--- config.mk ---
export PLATFORM = sky130hd
export DESIGN_NAME = skid_buffer
export DESIGN_NICKNAME = d
export VERILOG_FILES = /design/src/rtl/pipe_pkg.sv /design/src/rtl/skid_buffer_ctrl.sv /design/src/rtl/skid_buffer.sv
export SDC_FILE = /design/constraint.sdc
export NUM_CORES = 1
export LEC_CHECK = 0
export ABC_AREA = 1
export CELL_PAD_IN_SITES_DETAIL_PLACEMENT = 0
export CELL_PAD_IN_SITES_GLOBAL_PLACEMENT = 1
export CORE_UTILIZATION = 37
export CTS_CLUSTER_DIAMETER = 40
export DETAILED_ROUTE_END_ITERATION = 8
export GPL_TIMING_DRIVEN = 0
export PLACE_DENSITY_LB_ADDON = 0.1
export SYNTH_ARGS = -nofsm -noshare
export SYNTH_HDL_FRONTEND = slang
export SYNTH_SLANG_ARGS = --single-unit
--- constraint.sdc ---
create_clock -name clk -period 2.9 [get_ports clk]
set_input_delay 0.58 -clock clk [delete_from_list [all_inputs] [get_ports clk]]
set_output_delay 0.58 -clock clk [all_outputs]
set_load 0.01 [all_outputs]
--- src/rtl/pipe_pkg.sv ---
// Shared types for the skid buffer pipeline stage: controller states and buffer depth.
package pipe_pkg;

    typedef enum logic [1:0] {
        SKID_EMPTY,
        SKID_BUSY,
        SKID_FULL
    } skid_state_t;

    localparam int SKID_DEPTH = 2;

endpackage

--- src/rtl/skid_buffer_ctrl.sv ---
// Skid buffer controller: occupancy FSM driving the main/skid slot load enables.
// in_ready comes from state (and rst) only, so out_ready never reaches it combinationally.
module skid_buffer_ctrl
    import pipe_pkg::*;
(
    input  logic                              clk,
    input  logic                              rst,
    input  logic                              flush,
    input  logic                              in_valid,
    input  logic                              out_ready,
    output logic                              in_ready,
    output logic                              out_valid,
    output logic [$clog2(SKID_DEPTH+1)-1:0]   count,
    output logic                              load_main,
    output logic                              load_skid,
    output logic                              sel_skid
);

    skid_state_t state_q, state_d;
    logic        in_xfer, out_xfer;

    assign in_ready  = !rst && (state_q != SKID_FULL);
    assign out_valid = (state_q != SKID_EMPTY);
    assign in_xfer   = in_valid && in_ready;
    assign out_xfer  = out_valid && out_ready;

    always_comb begin
        count = '0;
        case (state_q)
            SKID_BUSY: count = 2'd1;
            SKID_FULL: count = 2'd2;
            default:   count = 2'd0;
        endcase
    end

    always_comb begin
        state_d   = state_q;
        load_main = 1'b0;
        load_skid = 1'b0;
        sel_skid  = 1'b0;
        // Flush drops everything, including a word offered this cycle.
        if (flush) begin
            state_d = SKID_EMPTY;
        end else begin
            case (state_q)
                SKID_EMPTY: begin
                    if (in_xfer) begin
                        state_d   = SKID_BUSY;
                        load_main = 1'b1;
                    end
                end
                SKID_BUSY: begin
                    if (in_xfer && out_xfer) begin
                        load_main = 1'b1;
                    end else if (in_xfer) begin
                        state_d   = SKID_FULL;
                        load_skid = 1'b1;
                    end else if (out_xfer) begin
                        state_d = SKID_EMPTY;
                    end
                end
                SKID_FULL: begin
                    if (out_xfer) begin
                        state_d   = SKID_BUSY;
                        load_main = 1'b1;
                        sel_skid  = 1'b1;
                    end
                end
                default: state_d = SKID_EMPTY;
            endcase
        end
    end

    always_ff @(posedge clk) begin
        if (rst) begin
            state_q <= SKID_EMPTY;
        end else begin
            state_q <= state_d;
        end
    end

endmodule

--- src/rtl/skid_buffer.sv ---
// Two-entry valid/ready skid buffer: 1-cycle latency, 1 word/cycle throughput.
// Downstream stalls are absorbed by the skid slot; in_ready drops only when both slots hold data.
module skid_buffer
    import pipe_pkg::*;
#(
    parameter int WIDTH = 32
) (
    input  logic                              clk,
    input  logic                              rst,
    input  logic                              flush,
    input  logic                              in_valid,
    output logic                              in_ready,
    input  logic [WIDTH-1:0]                  in_data,
    output logic                              out_valid,
    input  logic                              out_ready,
    output logic [WIDTH-1:0]                  out_data,
    output logic [$clog2(SKID_DEPTH+1)-1:0]   count
);

    logic             load_main, load_skid, sel_skid;
    logic [WIDTH-1:0] main_q, main_d;
    logic [WIDTH-1:0] skid_q;

    skid_buffer_ctrl u_ctrl (
        .clk       (clk),
        .rst       (rst),
        .flush     (flush),
        .in_valid  (in_valid),
        .out_ready (out_ready),
        .in_ready  (in_ready),
        .out_valid (out_valid),
        .count     (count),
        .load_main (load_main),
        .load_skid (load_skid),
        .sel_skid  (sel_skid)
    );

    // Draining FULL refills main from the older skid word, keeping FIFO order.
    assign main_d = sel_skid ? skid_q : in_data;

    always_ff @(posedge clk) begin
        if (rst) begin
            main_q <= '0;
            skid_q <= '0;
        end else begin
            if (load_main) main_q <= main_d;
            if (load_skid) skid_q <= in_data;
        end
    end

    assign out_data = main_q;

endmodule

==> results of run 1 <==
==> report_power, final <==
group | switching (W) | total (W) | internal [W]
clock network | 0.000372 | 0.000904 | 0.000532
logic | 0.000138 | 0.000277 | 0.000139
registers | 0.0000123 | 0.000945 | 0.000933
==> synthesized netlist by cell type <==
master,n
buf_6,3
buf_2,9
nand2_4,1
and3_1,1
buf_4,9
nand2_1,163
nor2_2,2
buf_1,1
nand3_1,32
nand3_2,1
a21oi_2,1
inv_1,35
inv_2,3
nand3b_1,32
clkbuf_1,9
dfxtp_1,66
nor3_4,1
nor2_1,133
nand2_2,4
o21a_1,1
nor2_4,1
o21ai_0,1
==> cell families (layout without fill, tap and decap cells) <==
kind of cell,after synthesis,in the layout,synth area share
AOI/OAI and AO/OA,3,3,0.00650
and+or+nand+nor,371,371,0.490
DFF,66,66,0.404
buffers and inverters,69,157,0.0998
==> through the flow <==
step            util  cell area (um^2)  cells  worst slack (ps)  hold WS, ps
2_1_floorplan      -              3270    509              1410          455
3_3_place_gp   0.492              4130    686               604          463
3_5_place_dp   0.492              4130    686               588          472
4_1_cts        0.519              4350    702               379          487
5_1_grt        0.519              4350    702               303          501
6_report       0.519              4350    702               397          483
==> sequential cells by signal (all words and copies together), names as in the netlist <==
register	count
out_data	32
skid_q	32
u_ctrl.state_q	2
==> worst min-delay path by stage <==
stage	endpoint	cells past startpoint	slack, ps
after floorplan	skid_q[0]	2	450
after CTS	skid_q[15]	2	490
after detailed placement	skid_q[10]	2	470
after global placement	skid_q[10]	2	460
after global routing	skid_q[16]	2	500
final	skid_q[29]	2	480
==> final cells by class <==
type	count	area, um^2	share of cell area
Timing Repair Buffer	72	721	0.166
Clock buffer	12	155	0.0356
Clock inverter	4	73.8	0.0170
Inverter	38	143	0.0328
Sequential cell	66	1320	0.303
Buffer	31	184	0.0422
Tap cell	105	131	0.0302
Multi-Input combinational cell	374	1630	0.373
==> worst max-delay path: cells and delay by family, from the launching register on <==
family,cells,cell delay (ps)
buffers and inverters,3,980
AND/OR/NAND/NOR,1,120
flip-flops,1,460
==> metal layers <==
metal  track usage  part of all wire  wire [um]
met1         0.277              0.49       4190
met2         0.319              0.45       3850
met3        0.0513             0.044        375
met4        0.0846             0.020        170
met5             0                 0          0
==> impl_metrics.toml, run 1 <==
[critical_path]
rr_worst_depth = 8
end_kind = "output pin"
critPathCapture = "count[1]"
path_class = "reg2out"
required_ps = 2320
cp-startpoint = "u_ctrl.state_q[1]"
crit_path_start_kind = "flip-flop"
slowest_delay_ps = 570
cp.arrival_ps = 1920
worst-path-max-fanout = 10
cp_slowest_cell = "clkdlybuf4s50_1"
path_cells = "nand2_2 > inv_2 > buf_2 > clkdlybuf4s50_1"
regToRegStartpoint = "u_ctrl.state_q[1]"
reg2reg_to = "out_data[9]"
rrSetupSlack_ps = 1390

[detailed_routing]
finalWirelength_um = 8590
viasPerCell = 4.56
vias = 3201
first_pass_iters = 4
ant_nets = 0
first_iter_violations = 135
routedWlPerCell_um = 12.2
drc = 0

[synth]
ys_seq_elements = 66
synth_top_area_cell = "dfxtp_1"
syn_inst = 509
ys_seq_area_frac = 0.404
avgSynthCellArea_um2 = 6.43
ys_warn_count = 0
synth_cell_type_count = 22
synth_area_um2 = 3270
synth_area_leaders = "dfxtp_1, nand2_1, nor2_1"
synth.top_cell.area_share = 0.404
syn_nets = 546

[timing]
min_period_ps = 2500
rsz0062_at_grt = "false"
slew_headroom = 0.654
period_share = 0.863
fin_setup_tns_ps = 0
worst_clock_skew_ps = 11.1
maxSlewViolCount = 0
setup_viol = 0
max_freq_ghz = 0.400
hold_violations = 0
worst_slew_pin_slew_ps = 520

[clock_tree]
root_buffer = "clkbuf_8"
post_cts.repair.setup_buffers = 0
htreeDepth = 3
cts_tree = "built"
clkTransAtPathRegs_ps = 70
worstSkewPairLatency_ps = 350
numCtsBuffers = 9
cts-resized-gates = 0
ctsHoldBuffers = 0
numClockSinks = 66
cts_buffer_depth = 2

[cells_and_area]
final_cell_mix = "nand2_1, nor2_1, clkdlybuf4s50_1"
fill_cells = 876
n_antenna_cell = 0
drive_gt1_frac = 0.0838
syn_to_final_growth_pct = 33.0
nNetsFinal = 629
final_common_cell = "nand2_1"

[placement]
port-buffer-count = 72
dpl.hpwl_um = 5920
gp_congestion = 0.835

[worst_hold_path]
hp-class = "reg2reg"
hp-start = "skid_q[29]"

[grt]
gr-total-overflow = 0
antenna_found_initial = 0
grt_pass1_vias = 2877
grt_usage = 0.208
grt_max_degree = 12
grt_pass1_wl_um = 14200

[floorplanning]
io_pins = 73
row_count = 33
fp.dieW_um = 96.1
die_h_um = 96.1
start_util = 0.391
die_area_um2 = 9230
fp.coreArea_um2 = 8380

[job]
cap_violations = 0

[power]
fin_total_pwr_w = 0.00213
irDropWorstVdd_mv = 0.235
p_leak_nw = 2.07
powerDensity_nw_per_um2 = 488

[status]
status = "finished, final reports clean"
(Power assumes the default switching activity.)
==> run 2: changes to the inputs <==
--- a/config.mk
+++ b/config.mk
@@ -6,7 +6,7 @@
 export NUM_CORES = 1
 export LEC_CHECK = 0
 export ABC_AREA = 1
-export CELL_PAD_IN_SITES_DETAIL_PLACEMENT = 0
+export CELL_PAD_IN_SITES_DETAIL_PLACEMENT = 1
 export CELL_PAD_IN_SITES_GLOBAL_PLACEMENT = 1
 export CORE_UTILIZATION = 37
 export CTS_CLUSTER_DIAMETER = 40
==> run 2 against run 1 <==
Compared with the run above: first-iteration DRC count fell by 50%; via count rose by 6.1%; core utilization fell by 0.12 points; clock power fell by 2.7%; global-route usage rose by 2.3 points; sequential power barely moved; register-to-register slack got worse by 20 ps; routed wire length rose by 14%; clock skew fell by 2.0 ps; total power fell by 0.72%; final cell count did not move; critical path type unchanged; largest cell class unchanged; highest routed layer unchanged.
==> impl_metrics.toml, run 2 (synthesis results as in run 1) <==
[cells_and_area]
fill_cells = 1138
syn_to_final_growth_pct = 32.7
final_cell_mix = "nand2_1, nor2_1, clkdlybuf4s50_1"
nNetsFinal = 629
final_common_cell = "nand2_1"
design_area_um2 = 4340
drive_gt1_frac = 0.0838
n_antenna_cell = 0
final_cells = 702

[timing]
fin_setup_tns_ps = 0
min_period_ps = 2530
worst_slew_pin_slew_ps = 541
period_share = 0.872
setup_viol = 0
rsz0062_at_grt = "false"
max_freq_ghz = 0.396
slew_headroom = 0.640
hold_violations = 0
maxSlewViolCount = 0
setup_ws_ps = 372
worst_clock_skew_ps = 9.04

[placement]
dpl_cell_area_um2 = 4130
gp_congestion = 0.835
preCtsSetupSlack_ps = 556
numPlacedInstances = 686
dpl.hpwl_um = 6950
port-buffer-count = 72

[detailed_routing]
routedWlPerCell_um = 13.9
viasPerCell = 4.84
first_pass_iters = 4
ant_nets = 0
finalWirelength_um = 9790
first_iter_violations = 68
vias = 3397
drc = 0

[grt]
grt_pass1_wl_um = 16100
antenna_found_initial = 0
grt_pass1_vias = 3373
grt_usage = 0.230
gr-total-overflow = 0
grt_max_degree = 12

[critical_path]
worst-path-max-fanout = 10
path_class = "reg2out"
crit_buf_inv = 3
path_cells = "nand2_2 > inv_2 > buf_2 > clkdlybuf4s50_1"
end_kind = "output pin"
cp_slowest_cell = "clkdlybuf4s50_1"
crit_path_start_kind = "flip-flop"
required_ps = 2320
slowest_delay_ps = 580
cp.arrival_ps = 1950
path_delay_family = "buffers and inverters"

[clock_tree]
ctsHoldBuffers = 0
cts_tree = "built"
cts_buffer_depth = 2
worstSkewPairLatency_ps = 350
root_buffer = "clkbuf_8"
cts-resized-gates = 0
htreeDepth = 3
post_cts.repair.setup_buffers = 0
clkTransAtPathRegs_ps = 70
numClockSinks = 66
numCtsBuffers = 9

[floorplanning]
fp.dieW_um = 96.1
io_pins = 73
die_h_um = 96.1
start_util = 0.391
fp.coreArea_um2 = 8380
row_count = 33
die_area_um2 = 9230

[power]
fin_total_pwr_w = 0.00211
powerDensity_nw_per_um2 = 486
irDropWorstVdd_mv = 0.194
p_leak_nw = 2.06

[status]
status = "finished, final reports clean"

[worst_hold_path]
hp-class = "reg2reg"

[job]
cap_violations = 0
## run 2: cell type report
class                           instances  area, um^2  area share
Buffer                                 31         184      0.0423
Clock buffer                           11         141      0.0325
Clock inverter                          5        77.6      0.0179
Inverter                               38         143      0.0328
Multi-Input combinational cell        374        1630       0.374
Sequential cell                        66        1320       0.304
Tap cell                              105         131      0.0302
Timing Repair Buffer                   72         721       0.166
## run 2: power breakdown
part           switching (W)  total, W  leakage, nW  internal (W)
sequential         0.0000131  0.000946        0.536      0.000933
clock               0.000375  0.000880        0.109      0.000505
combinational       0.000145  0.000284         1.41      0.000139
total               0.000533   0.00211         2.06       0.00158
## run 2: path summary, 6_finish.rpt
| kind | cells past startpoint | startpoint | slack, ps | to |
|---|---|---|---|---|
| worst max register to register | 8 | u_ctrl.state_q[1] | 1370 | out_data[9] |
| worst min-delay path | 2 | skid_q[18] | 490 | skid_q[18] |
| worst min register to register | 2 | skid_q[18] | 490 | skid_q[18] |
| worst max-delay path | 4 | u_ctrl.state_q[1] | 370 | count[1] |
## run 2: tightest hold or removal path, cell delays in order (launching register included)
cell     delay [ps]
dfxtp_1         330
nor2_1           50
nor2_1           80
## run 2: through the flow
step	hold WS, ps	util
floorplan	455	-
global placement	463	0.492
detailed placement	473	0.492
CTS	491	0.518
global route	510	0.518
finish	486	0.518
## run 2: metal layers
layer	GRT usage	up-vias	wire length, um
li1	-	1700	-
met1	0.286	1628	4440
met2	0.410	58	4940
met3	0.0292	11	278
met4	0.0746	0	133
met5	0	-	0
==> run 3: changes to the inputs <==
--- a/config.mk
+++ b/config.mk
@@ -12,7 +12,7 @@
 export CTS_CLUSTER_DIAMETER = 40
 export DETAILED_ROUTE_END_ITERATION = 8
 export GPL_TIMING_DRIVEN = 0
-export PLACE_DENSITY_LB_ADDON = 0.1
+export PLACE_DENSITY = 0.84
 export SYNTH_ARGS = -nofsm -noshare
 export SYNTH_HDL_FRONTEND = slang
 export SYNTH_SLANG_ARGS = --single-unit
==> constraint.sdc (replaced) <==
create_clock -name clk -period 3.2 [get_ports clk]
set_input_delay 0.64 -clock clk [delete_from_list [all_inputs] [get_ports clk]]
set_output_delay 0.64 -clock clk [all_outputs]
set_load 0.01 [all_outputs]
==> run 3 against run 2 <==
Compared with the run above: routed wire length is 1.2% higher; die area did not move; first-iteration DRC count grew 51%; sequential power fell by 9.4%; count of clock-buffer cells in the layout grew 1; total power down 7.2%; final cell count is the same; via count decreased by 1.6%; flip-flop and latch count is the same; worst setup slack gained 270 ps; critical path type unchanged; largest cell class unchanged; largest power group unchanged.
==> impl_metrics.toml, run 3 (synthesis results as in run 1) <==
[status]
status = "finished, final reports clean"

[timing]
hold_ws_ps = 490
worst_slew_pin_slew_ps = 620
min_period_ps = 2560
worst_clock_skew_ps = 8.19
fin_setup_tns_ps = 0
hold_violations = 0
rsz0062_at_grt = "false"
slew_headroom = 0.587
period_share = 0.800
maxSlewViolCount = 0
setup_viol = 0
max_freq_ghz = 0.391

[floorplanning]
start_util = 0.391
row_count = 33
die_h_um = 96.1
io_pins = 73
fp.coreArea_um2 = 8380
die_area_um2 = 9230
fp.dieW_um = 96.1

[critical_path]
cp.arrival_ps = 1920
cp_slowest_cell = "clkdlybuf4s50_1"
required_ps = 2560
end_kind = "output pin"
path_cells = "nand2_2 > inv_2 > buf_2 > clkdlybuf4s50_1"
slowest_delay_ps = 570
crit_path_start_kind = "flip-flop"
path_class = "reg2out"
rrSetupSlack_ps = 1640
worst-path-max-fanout = 10
reg2reg_to = "skid_q[26]"
rr_worst_depth = 7
regToRegStartpoint = "u_ctrl.state_q[1]"

[worst_hold_path]
holdPathEnd = "skid_q[23]"
hp-start = "skid_q[23]"
hp-class = "reg2reg"
holdPathStages = 2

[cells_and_area]
syn_to_final_growth_pct = 33.3
final_cell_mix = "nand2_1, nor2_1, clkdlybuf4s50_1"
design_area_um2 = 4360
nNetsFinal = 629
drive_gt1_frac = 0.0854
final_common_cell = "nand2_1"
final_cells = 702
n_antenna_cell = 0

[placement]
dpl.hpwl_um = 6970
gp_congestion = 0.799
numPlacedInstances = 686
port-buffer-count = 72
dpl_cell_area_um2 = 4130

[grt]
grt_pass1_wl_um = 16000
antenna_found_initial = 0
grt_pass1_vias = 3341
gr-total-overflow = 0
grt_max_degree = 12
grt_usage = 0.229

[power]
irDropWorstVdd_mv = 0.194
fin_total_pwr_w = 0.00196
p_leak_nw = 2.07
powerDensity_nw_per_um2 = 449

[clock_tree]
worstSkewPairLatency_ps = 340
clkTransAtPathRegs_ps = 80
numCtsBuffers = 9
htreeDepth = 3
ctsHoldBuffers = 0
root_buffer = "clkbuf_8"
cts-resized-gates = 0
post_cts.repair.setup_buffers = 0
numClockSinks = 66
cts_tree = "built"
cts_buffer_depth = 2

[detailed_routing]
first_pass_iters = 4
ant_nets = 0
vias = 3344
first_iter_violations = 103
viasPerCell = 4.76
drc = 0
routedWlPerCell_um = 14.1
finalWirelength_um = 9910

[job]
cap_violations = 0
run 3: worst max-delay path by stage:
stage	from	to	cells past startpoint
finish	u_ctrl.state_q[1]	count[1]	4
global route	u_ctrl.state_q[1]	count[1]	4
floorplan	u_ctrl.state_q[1]	in_ready	4
CTS	u_ctrl.state_q[1]	count[1]	4
detailed placement	rst	out_data[22]	6
global placement	rst	in_ready	3
run 3: critical path: cells and delay by family (launching register included):
family	cells	cell delay [ps]
AND/OR/NAND/NOR	1	130
buffers and inverters	3	960
flip-flops	1	480
run 3: metal layers:
metal | vias up | track usage | routed length [um]
met4 | 0 | 0.0721 | 161
met3 | 14 | 0.0395 | 386
met2 | 73 | 0.416 | 5020
li1 | 1706 | - | -
met5 | - | 0 | 0
met1 | 1551 | 0.272 | 4330
run 3: report_power, final:
part           internal (W)  total, W  switching, W
sequential         0.000845  0.000857     0.0000121
clock              0.000502  0.000843      0.000341
combinational      0.000126  0.000258      0.000132
total               0.00147   0.00196      0.000485
run 3: cell type report:
cell class / instances / area, um^2
Fill cell: 1113 / 4020
Multi-Input combinational cell: 374 / 1630
Sequential cell: 66 / 1320
Timing Repair Buffer: 72 / 721
Buffer: 31 / 184
Clock buffer: 12 / 165
Inverter: 38 / 143
Tap cell: 105 / 131
Clock inverter: 4 / 72.6
run 3: metrics by stage:
step / setup WS, ps / utilization
after global placement: 802 / 0.492
final: 640 / 0.521
after CTS: 636 / 0.521
after floorplan: 1650 / -
after global routing: 536 / 0.521
after detailed placement: 756 / 0.492
